**src/rtl/telemetry_uart_tx_if.sv**
```systemverilog
// telemetry_uart_tx_if: snapshot inputs, frame triggers and UART/status outputs of the telemetry transmitter.
interface telemetry_uart_tx_if;
    logic        enable;
    logic        send_now;
    logic [15:0] dist_left;
    logic [15:0] dist_right;
    logic [15:0] dist_front;
    logic [1:0]  end_signal;
    logic [19:0] cnt_left;
    logic [19:0] cnt_right;
    logic        tx;
    logic        busy;
    logic        frame_done;
    logic        overrun;

    modport master (
        output enable, send_now, dist_left, dist_right, dist_front, end_signal, cnt_left, cnt_right,
        input  tx, busy, frame_done, overrun
    );
    modport slave (
        input  enable, send_now, dist_left, dist_right, dist_front, end_signal, cnt_left, cnt_right,
        output tx, busy, frame_done, overrun
    );
endinterface

```
**src/rtl/telemetry_uart_tx.sv**
```systemverilog
// telemetry_uart_tx: periodic snapshot of distances/end code, framed with XOR checksum and sent 8N1.
// Define TELEM_ENC_EN to append the two 20-bit encoder counts (15-byte frame instead of 9).
module telemetry_uart_tx #(
    parameter int CLKS_PER_BIT  = 434,
    parameter int PERIOD_CYCLES = 5_000_000
) (
    input logic               clk_50M,
    input logic               reset,
    telemetry_uart_tx_if.slave bus
);
`ifdef TELEM_ENC_EN
    localparam int NB = 15;
`else
    localparam int NB = 9;
`endif
    localparam int FW = NB * 8;
    localparam int CW = $clog2(CLKS_PER_BIT + 1);
    localparam int PW = $clog2(PERIOD_CYCLES + 1);
    localparam logic [2:0] IDLE  = 3'd0;
    localparam logic [2:0] LOAD  = 3'd1;
    localparam logic [2:0] START = 3'd2;
    localparam logic [2:0] DATA  = 3'd3;
    localparam logic [2:0] STOP  = 3'd4;

    logic [2:0]          state_q, state_d;
    logic [PW-1:0]       per_q;
    logic [CW-1:0]       clk_q, clk_d;
    logic [2:0]          bit_q, bit_d;
    logic [3:0]          idx_q, idx_d;
    logic [FW-1:0]       frame_q, frame_d, snap;
    logic [8*(NB-2)-1:0] payload;
    logic [7:0]          chk;
    logic                overrun_q;
    logic                expiry, bit_end, last_byte;

    assign expiry    = per_q == PW'(PERIOD_CYCLES - 1);
    assign bit_end   = clk_q == CW'(CLKS_PER_BIT - 1);
    assign last_byte = idx_q == 4'(NB - 1);

`ifdef TELEM_ENC_EN
    assign payload = {bus.dist_left, bus.dist_right, bus.dist_front, 4'b0, bus.cnt_left,
                      4'b0, bus.cnt_right, 6'b0, bus.end_signal};
`else
    logic unused_cnt;
    assign unused_cnt = ^{bus.cnt_left, bus.cnt_right};
    assign payload    = {bus.dist_left, bus.dist_right, bus.dist_front, 6'b0, bus.end_signal};
`endif

    always_comb begin
        chk = '0;
        for (int i = 0; i < NB - 2; i++) chk ^= payload[8*i +: 8];
    end

    // Header occupies the top byte; the frame register shifts up one byte per stop bit.
    assign snap = {8'hA5, payload, chk};

    always_comb begin
        state_d = state_q;
        bit_d   = bit_q;
        idx_d   = idx_q;
        frame_d = frame_q;
        clk_d   = (state_q == IDLE || state_q == LOAD || bit_end) ? '0 : clk_q + 1'b1;
        case (state_q)
            IDLE:  state_d = (bus.enable && (expiry || bus.send_now)) ? LOAD : IDLE;
            LOAD: begin
                state_d = START;
                frame_d = snap;
                idx_d   = '0;
            end
            START: if (bit_end) begin
                state_d = DATA;
                bit_d   = '0;
            end
            DATA: if (bit_end) begin
                bit_d   = bit_q + 1'b1;
                state_d = (bit_q == 3'd7) ? STOP : DATA;
            end
            STOP: if (bit_end) begin
                state_d = last_byte ? IDLE : START;
                idx_d   = idx_q + 1'b1;
                frame_d = frame_q << 8;
            end
            default: state_d = IDLE;
        endcase
    end

    always_ff @(posedge clk_50M or negedge reset) begin
        if (!reset) begin
            state_q   <= IDLE;
            per_q     <= '0;
            clk_q     <= '0;
            bit_q     <= '0;
            idx_q     <= '0;
            frame_q   <= '0;
            overrun_q <= 1'b0;
        end else begin
            state_q   <= state_d;
            per_q     <= expiry ? '0 : per_q + 1'b1;
            clk_q     <= clk_d;
            bit_q     <= bit_d;
            idx_q     <= idx_d;
            frame_q   <= frame_d;
            overrun_q <= overrun_q | (bus.enable && expiry && state_q != IDLE);
        end
    end

    // Outputs decode straight from state so an async reset forces the line idle at once.
    assign bus.tx         = state_q == START ? 1'b0 : state_q == DATA ? frame_q[FW - 8 + int'(bit_q)] : 1'b1;
    assign bus.busy       = state_q != IDLE;
    assign bus.frame_done = state_q == STOP && bit_end && last_byte;
    assign bus.overrun    = overrun_q;
endmodule

```
**src/flat_wrapper.sv**
```systemverilog
// flat-port wrapper written by rule: the top's interface ports become plain ports
module telemetry_uart_tx_flat 
#(
    parameter int CLKS_PER_BIT  = 434,
    parameter int PERIOD_CYCLES = 5_000_000
)
  (clk_50M, reset, bus_enable, bus_send_now, bus_dist_left, bus_dist_right, bus_dist_front, bus_end_signal, bus_cnt_left, bus_cnt_right, bus_tx, bus_busy, bus_frame_done, bus_overrun);
  telemetry_uart_tx_if bus_i ();
  input logic clk_50M;
  input logic reset;
  input wire logic [$bits(bus_i.enable)-1:0] bus_enable;
  input wire logic [$bits(bus_i.send_now)-1:0] bus_send_now;
  input wire logic [$bits(bus_i.dist_left)-1:0] bus_dist_left;
  input wire logic [$bits(bus_i.dist_right)-1:0] bus_dist_right;
  input wire logic [$bits(bus_i.dist_front)-1:0] bus_dist_front;
  input wire logic [$bits(bus_i.end_signal)-1:0] bus_end_signal;
  input wire logic [$bits(bus_i.cnt_left)-1:0] bus_cnt_left;
  input wire logic [$bits(bus_i.cnt_right)-1:0] bus_cnt_right;
  output wire logic [$bits(bus_i.tx)-1:0] bus_tx;
  output wire logic [$bits(bus_i.busy)-1:0] bus_busy;
  output wire logic [$bits(bus_i.frame_done)-1:0] bus_frame_done;
  output wire logic [$bits(bus_i.overrun)-1:0] bus_overrun;
  assign bus_i.enable = bus_enable;
  assign bus_i.send_now = bus_send_now;
  assign bus_i.dist_left = bus_dist_left;
  assign bus_i.dist_right = bus_dist_right;
  assign bus_i.dist_front = bus_dist_front;
  assign bus_i.end_signal = bus_end_signal;
  assign bus_i.cnt_left = bus_cnt_left;
  assign bus_i.cnt_right = bus_cnt_right;
  assign bus_tx = bus_i.tx;
  assign bus_busy = bus_i.busy;
  assign bus_frame_done = bus_i.frame_done;
  assign bus_overrun = bus_i.overrun;
  telemetry_uart_tx #(.CLKS_PER_BIT(CLKS_PER_BIT), .PERIOD_CYCLES(PERIOD_CYCLES)) u_core (.clk_50M(clk_50M), .reset(reset), .bus(bus_i));
endmodule
```
**config.mk**
```make
export PLATFORM = sky130hd
export DESIGN_NAME = telemetry_uart_tx_flat
export DESIGN_NICKNAME = d
export VERILOG_FILES = /design/src/rtl/telemetry_uart_tx_if.sv /design/src/rtl/telemetry_uart_tx.sv /design/src/flat_wrapper.sv
export SDC_FILE = /design/constraint.sdc
export NUM_CORES = 1
export LEC_CHECK = 0
export CORE_ASPECT_RATIO = 2
export CORE_MARGIN = 5
export CORE_UTILIZATION = 28
export CTS_CLUSTER_DIAMETER = 100
export DETAILED_ROUTE_END_ITERATION = 12
export DONT_BUFFER_PORTS = 1
export SYNTH_ARGS = -nofsm -noshare
export SYNTH_HDL_FRONTEND = slang
export SYNTH_SLANG_ARGS = --single-unit
```
**constraint.sdc**
```tcl
create_clock -name clk_50M -period 4 [get_ports clk_50M]
set_input_delay 0.4 -clock clk_50M [delete_from_list [all_inputs] [get_ports clk_50M]]
set_output_delay 0.4 -clock clk_50M [all_outputs]
set_load 0.05 [all_outputs]
```
# Word-level counts from Yosys, hierarchy flattened
# Index checks and enable logic that the tools add are counted.
# Widths: inputs -> output; s select.
[op_classes] n_eq_ne=11 bitwise_logic=7 div_mod_pow=0 magnitude_cmp=1 n_shift=0 mux=21 n_addsub=5 n_reduce_logical=15 mul=0
[op_table] operator="$pmux 72 s2" n=1
[op_table] operator="$mux 72" n=1
[op_table] operator="$xor 8x8->8" n=5
[op_table] operator="$lt 32x9->1 const B" n=1
[op_table] operator="$add 23x1->23 const B" n=1
[op_table] operator="$eq 23x23->1 const B" n=1
[op_table] operator="$mux 23" n=1
[op_table] operator="$mux 3" n=6
[op_table] operator="$pmux 3 s5" n=1
[op_table] operator="$add 9x1->9 const B" n=1
[op_table] operator="$eq 9x9->1 const B" n=1
[op_table] operator="$mux 9" n=1
[op_table] operator="$add 7x3->8 const A" n=1
[op_table] operator="$pmux 4 s2" n=1
[op_table] operator="$xor 2x8->8" n=1
[op_table] operator="$bmux 1 s7" n=1
[op_table] operator="$eq 3x2->1 const B" n=2
[op_table] operator="$eq 3x3->1 const B" n=2
[op_table] operator="$ne 2x1->1 const B" n=3
[op_table] operator="$pmux 3 s2" n=1
[op_table] operator="$reduce_and 3->1" n=2
[op_table] operator="$logic_and 1x1->1" n=5
[op_table] operator="$mux 1" n=5
[op_table] operator="$add 4x1->4 const B" n=1
[op_table] operator="other kinds (11)" n=14
[word_totals] ram_bits=0 latch_bits=0 regBits=115 mem_count=0 inputBits=94 romBits=0

# Longest topological paths before layout
[depth] word_depth=7 depth_mapped=8 ltp_nobuf=6

# Worst setup path before layout
# No wires, ideal clock.
[synth_path] path_type="register to output" startpoint="register u_core.bit_q[0]" endpoint="output bus_tx" stages_incl_launch_ff=4 setup_slack_ns=1.702 required_ns=3.600 path_buffers=0 t_arrival_ns=1.898 path_cell_list="dfrtp_1 -> mux4_2 -> mux2i_1 -> o21ai_0"
[synth_between] elab_chain_cells=6
[synth_rtl] item="from (decl)" line="telemetry_uart_tx.sv:28" rtl="logic [2:0] bit_q, bit_d;"
[synth_rtl] item="from (signal assigned)" line="telemetry_uart_tx.sv:100" rtl="bit_q <= bit_d;"
[synth_rtl] item="$add 7x3->8" line="telemetry_uart_tx.sv:108" rtl="assign bus.tx = state_q == START ? 1'b0 : state_q == DATA ? frame_q[FW - 8 + int'(bit_q)] : 1'b1;"
[synth_rtl] item="$bmux 1 s7" line="telemetry_uart_tx.sv:108"
[synth_rtl] item="$mux 1 (implied by the code) (2 in a row)" line="telemetry_uart_tx.sv:108"
[synth_rtl] item="$mux 1 (2 in a row)" line="telemetry_uart_tx.sv:108"
[synth_rtl] item="to (decl)" line="flat_wrapper.sv:19" rtl="output wire logic [$bits(bus_i.tx)-1:0] bus_tx;"
# Every way passes these cells. The select of a mux whose other input is x is not followed.

# Worst setup path in the final report
[layout_path] startpoint="register u_core.clk_q[1]" endpoint="output bus_frame_done"
[layout_between] elab_chain_cells=3
[layout_rtl] item="from (decl)" line="telemetry_uart_tx.sv:27" rtl="logic [CW-1:0] clk_q, clk_d;"
[layout_rtl] item="from (signal assigned)" line="telemetry_uart_tx.sv:99" rtl="clk_q <= clk_d;"
[layout_rtl] item="$eq 9x9->1" line="telemetry_uart_tx.sv:37" rtl="assign bit_end = clk_q == CW'(CLKS_PER_BIT - 1);"
[layout_rtl] item="$logic_and 1x1->1 (2 in a row)" line="telemetry_uart_tx.sv:110" rtl="assign bus.frame_done = state_q == STOP && bit_end && last_byte;"
[layout_rtl] item="to (decl)" line="flat_wrapper.sv:21" rtl="output wire logic [$bits(bus_i.frame_done)-1:0] bus_frame_done;"
# Every way passes these cells.

==> impl_metrics.json <==
{
  "chipWidth_um": 111,
  "netlist_top_cells_area": "dfrtp_1 (50%), mux2i_1 (9.6%), xnor2_1 (8.2%)",
  "antenna_found_initial": 0,
  "synthesis.area_um2": 5740,
  "cts-htree-levels": 4,
  "timing.final.max_slew_violations": 0,
  "ant_nets": 0,
  "met3_usage": 0.0299,
  "die_area_um2": 23600,
  "worst_setup_path_startpoint": "u_core.clk_q[1]",
  "critical_path_peak_fanout": 6,
  "reg2reg_setup_slack_ns": 1.61,
  "design.portCount": 98,
  "dpl.hpwl_um": 9410,
  "final.hold.worst_slack_ns": 0.145,
  "core.rowCount": 74,
  "grt_pass1_wl_um": 22000,
  "setup.worst_path.end_class": "output pin",
  "initialDrtViolationCount": 163,
  "yosys_warnings": 0,
  "seq_power_share": 0.424,
  "hp-class": "in2reg",
  "met2_usage": 0.226,
  "hold_depth": 1,
  "drv_cap": 0,
  "nNetsFinal": 647,
  "yosys_most_used_dff": "dfrtp_1",
  "final.period_utilization": 0.698,
  "netlist.area_leader.share": 0.501,
  "part_of_the_power_in_the_clock_network": 0.521,
  "track_usage": 0.119,
  "setup-violations-final": 0,
  "synth_top_cell_by_area": "dfrtp_1",
  "pin_count_of_the_biggest_net_entering_global_routing": 133,
  "tritoncts": "built",
  "post-route-util": 0.326,
  "die_h_um": 213,
  "hold_violations": 0,
  "synth.ff_latch_count": 115,
  "critPathLaunchType": "register",
  "cts.sink_count": 115,
  "drt_first_pass_iters": 4,
  "leakagePower_nw": 2.67,
  "endpoint": "bus_frame_done",
  "slew-limit-headroom": 0.254,
  "finClkSkew_ns": 0.00865,
  "combPwrFrac": 0.055,
  "tightestPinTransition_ns": 1.12,
  "timing.rr.start": "u_core.clk_q[0]",
  "area_growth_pct": 15.0,
  "switching_component_of_the_power_mw": 0.655,
  "total_wire_length_um": 13300,
  "endpoint_of_the_worst_register_to_register_path": "u_core.frame_q[30]",
  "timing.setup.critical_path_class": "reg2out",
  "placer_s_final_routability_congestion_estimate": 0.816,
  "post_drt_via_cell_ratio": 4.66,
  "ir_drop_uv": 262,
  "fin_tns_setup_ns": 0,
  "run_status": "finished clean",
  "synth_area_per_cell_um2": 10.4,
  "critical_path_arrival_ns": 2.39,
  "cellPowerDensity_nw_per_um2": 445,
  "p_sw_frac": 0.223,
  "port_buffers": 0,
  "grt_pass1_vias": 4093,
  "core_um2": 20300,
  "synth_async_sr_flop_share": 1.00,
  "cts_root_buf": "clkbuf_16",
  "grt_setup_unrepaired": "false",
  "grt_util_met1": 0.120,
  "cts_made_buffers": 17,
  "fin_crit_ns": 2.79,
  "clkTransAtPathRegs_ns": 0.05,
  "timing.fmax_mhz": 358,
  "drc": 0,
  "rr_worst_depth": 5,
  "synth_enable_flop_cells": 0,
  "dr_total_vias": 3848,
  "n_antenna_cell": 0,
  "grt_busiest_layer": "met2",
  "internal_power_summed_over_all_cells_mw": 2.28,
  "fin_total_pwr_mw": 2.94,
  "avgRoutedWirePerCell_um": 16.2,
  "synthesis.instances": 550,
  "worst_ep_required_time_ns": 3.60,
  "drive_above_1_share": 0.0787,
  "total_nets_after_synthesis": 651,
  "cts_buffer_depth": 2,
  "global_route.overflow_total": 0,
  "clkLatencyLatePin_ns": 0.41,
  "seq_area_frac_synth": 0.501,
  "start_util": 0.283,
  "synth.distinct_cells": 42
}
==> flip-flops by register name, summed over array words and instances, names as in the netlist <==
name / flops
u_core.bit_q: 3
u_core.bus.overrun: 1
u_core.clk_q: 9
u_core.frame_q: 72
u_core.idx_q: 4
u_core.per_q: 23
u_core.state_q: 3
==> synth_stat cells, drive strengths merged (5+ instances only) <==
| cell | number |
|---|---|
| buf | 19 |
| xor2 | 13 |
| nand2 | 75 |
| nor3 | 9 |
| ha | 7 |
| dfrtp | 115 |
| clkbuf | 9 |
| nand3 | 16 |
| nand4 | 14 |
| a22o | 15 |
| a21oi | 7 |
| nor4 | 5 |
| xnor2 | 54 |
| inv | 13 |
| mux2i | 55 |
| nor2 | 26 |
| o21ai | 64 |
| nor4b | 5 |
==> worst min-delay path by stage <==
stage,startpoint,endpoint,slack (ns)
final,bus_enable,u_core.bus.overrun,0.15
after detailed placement,reset,u_core.frame_q[62],0.11
after global placement,reset,u_core.frame_q[54],0.11
after floorplan,reset,u_core.bit_q[0],0.10
after global routing,bus_enable,u_core.bus.overrun,0.13
after CTS,bus_enable,u_core.bus.overrun,0.13
==> final cells by class <==
cell class,count,area (µm²)
Multi-Input combinational cell,394,2690
Sequential cell,115,2880
Fill cell,2051,13700
Tap cell,266,333
Clock buffer,20,437
Inverter,13,48.8
Timing Repair Buffer,5,60.1
Clock inverter,12,159
==> logic make-up (layout without fill, tap and decap cells) <==
group                      Yosys count  count (layout)  synth area share
AOI/OAI and AO/OA                   94              94            0.0961
and+or+nand+nor                    168             168             0.145
adders and majority gates            7               7            0.0153
xor gates and xnor gates            67              67             0.102
DFF                                115             115             0.501
muxes                               58              58             0.106
buffers and inverters               41              50            0.0344
==> metrics by stage <==
stage	instances	setup WS, ns	instance area (µm²)
6_report	825	1.21	6600
3_3_place_gp	791	1.64	5970
4_1_cts	825	1.17	6600
2_1_floorplan	550	1.70	5740
5_1_grt	825	1.07	6600
3_5_place_dp	791	1.60	5970
==> critical path: stages (launching register included) <==
cell and delay, ns:
dfrtp_1 0.41, inv_1 0.07, ha_1 0.14, and4_1 0.34, nand3_2 0.21, nor2_1 0.81
==> power groups by stage <==
| stage | Sequential, mW | Clock [mW] | Combinational, mW |
|---|---|---|---|
| final | 1.25 | 1.53 | 0.162 |
| after detailed placement | 1.27 | 0 | 0.137 |
| after global routing | 1.25 | 1.62 | 0.186 |
| after floorplan | 1.26 | 0 | 0.118 |
| after CTS | 1.25 | 1.57 | 0.167 |
| after global placement | 1.26 | 0 | 0.133 |
==> cells in the final DEF (no fill, tap or decap), types with 5 or more instances in the layout <==
master       n
ha_1         7
clkbuf_16   17
nor3_1       8
dfrtp_1    115
nand3_1     15
nor4_1       5
inv_1       13
o21ai_1      6
nor2_1      26
mux2i_1     55
a22o_1      15
xor2_1      13
a21oi_1      7
o21ai_0     58
nand2_1     75
clkinv_4     5
xnor2_1     54
nand4_1     14
==> layer usage <==
metal,share of wire,wire [µm],up-vias
met5,0,0,-
met3,0.044,590,15
met4,0.025,334,0
met1,0.36,4820,1865
li1,-,-,1896
met2,0.57,7590,72
==> timing repair <==
| item | 4_1_cts | 5_1_grt |
|---|---|---|
| setup buffers | 0 | 0 |
| hold buffers | 2 | 0 |
| hold endpoints to repair | 115 | 0 |
| gates resized for setup | 0 | 0 |
(Power assumes the default switching activity.)
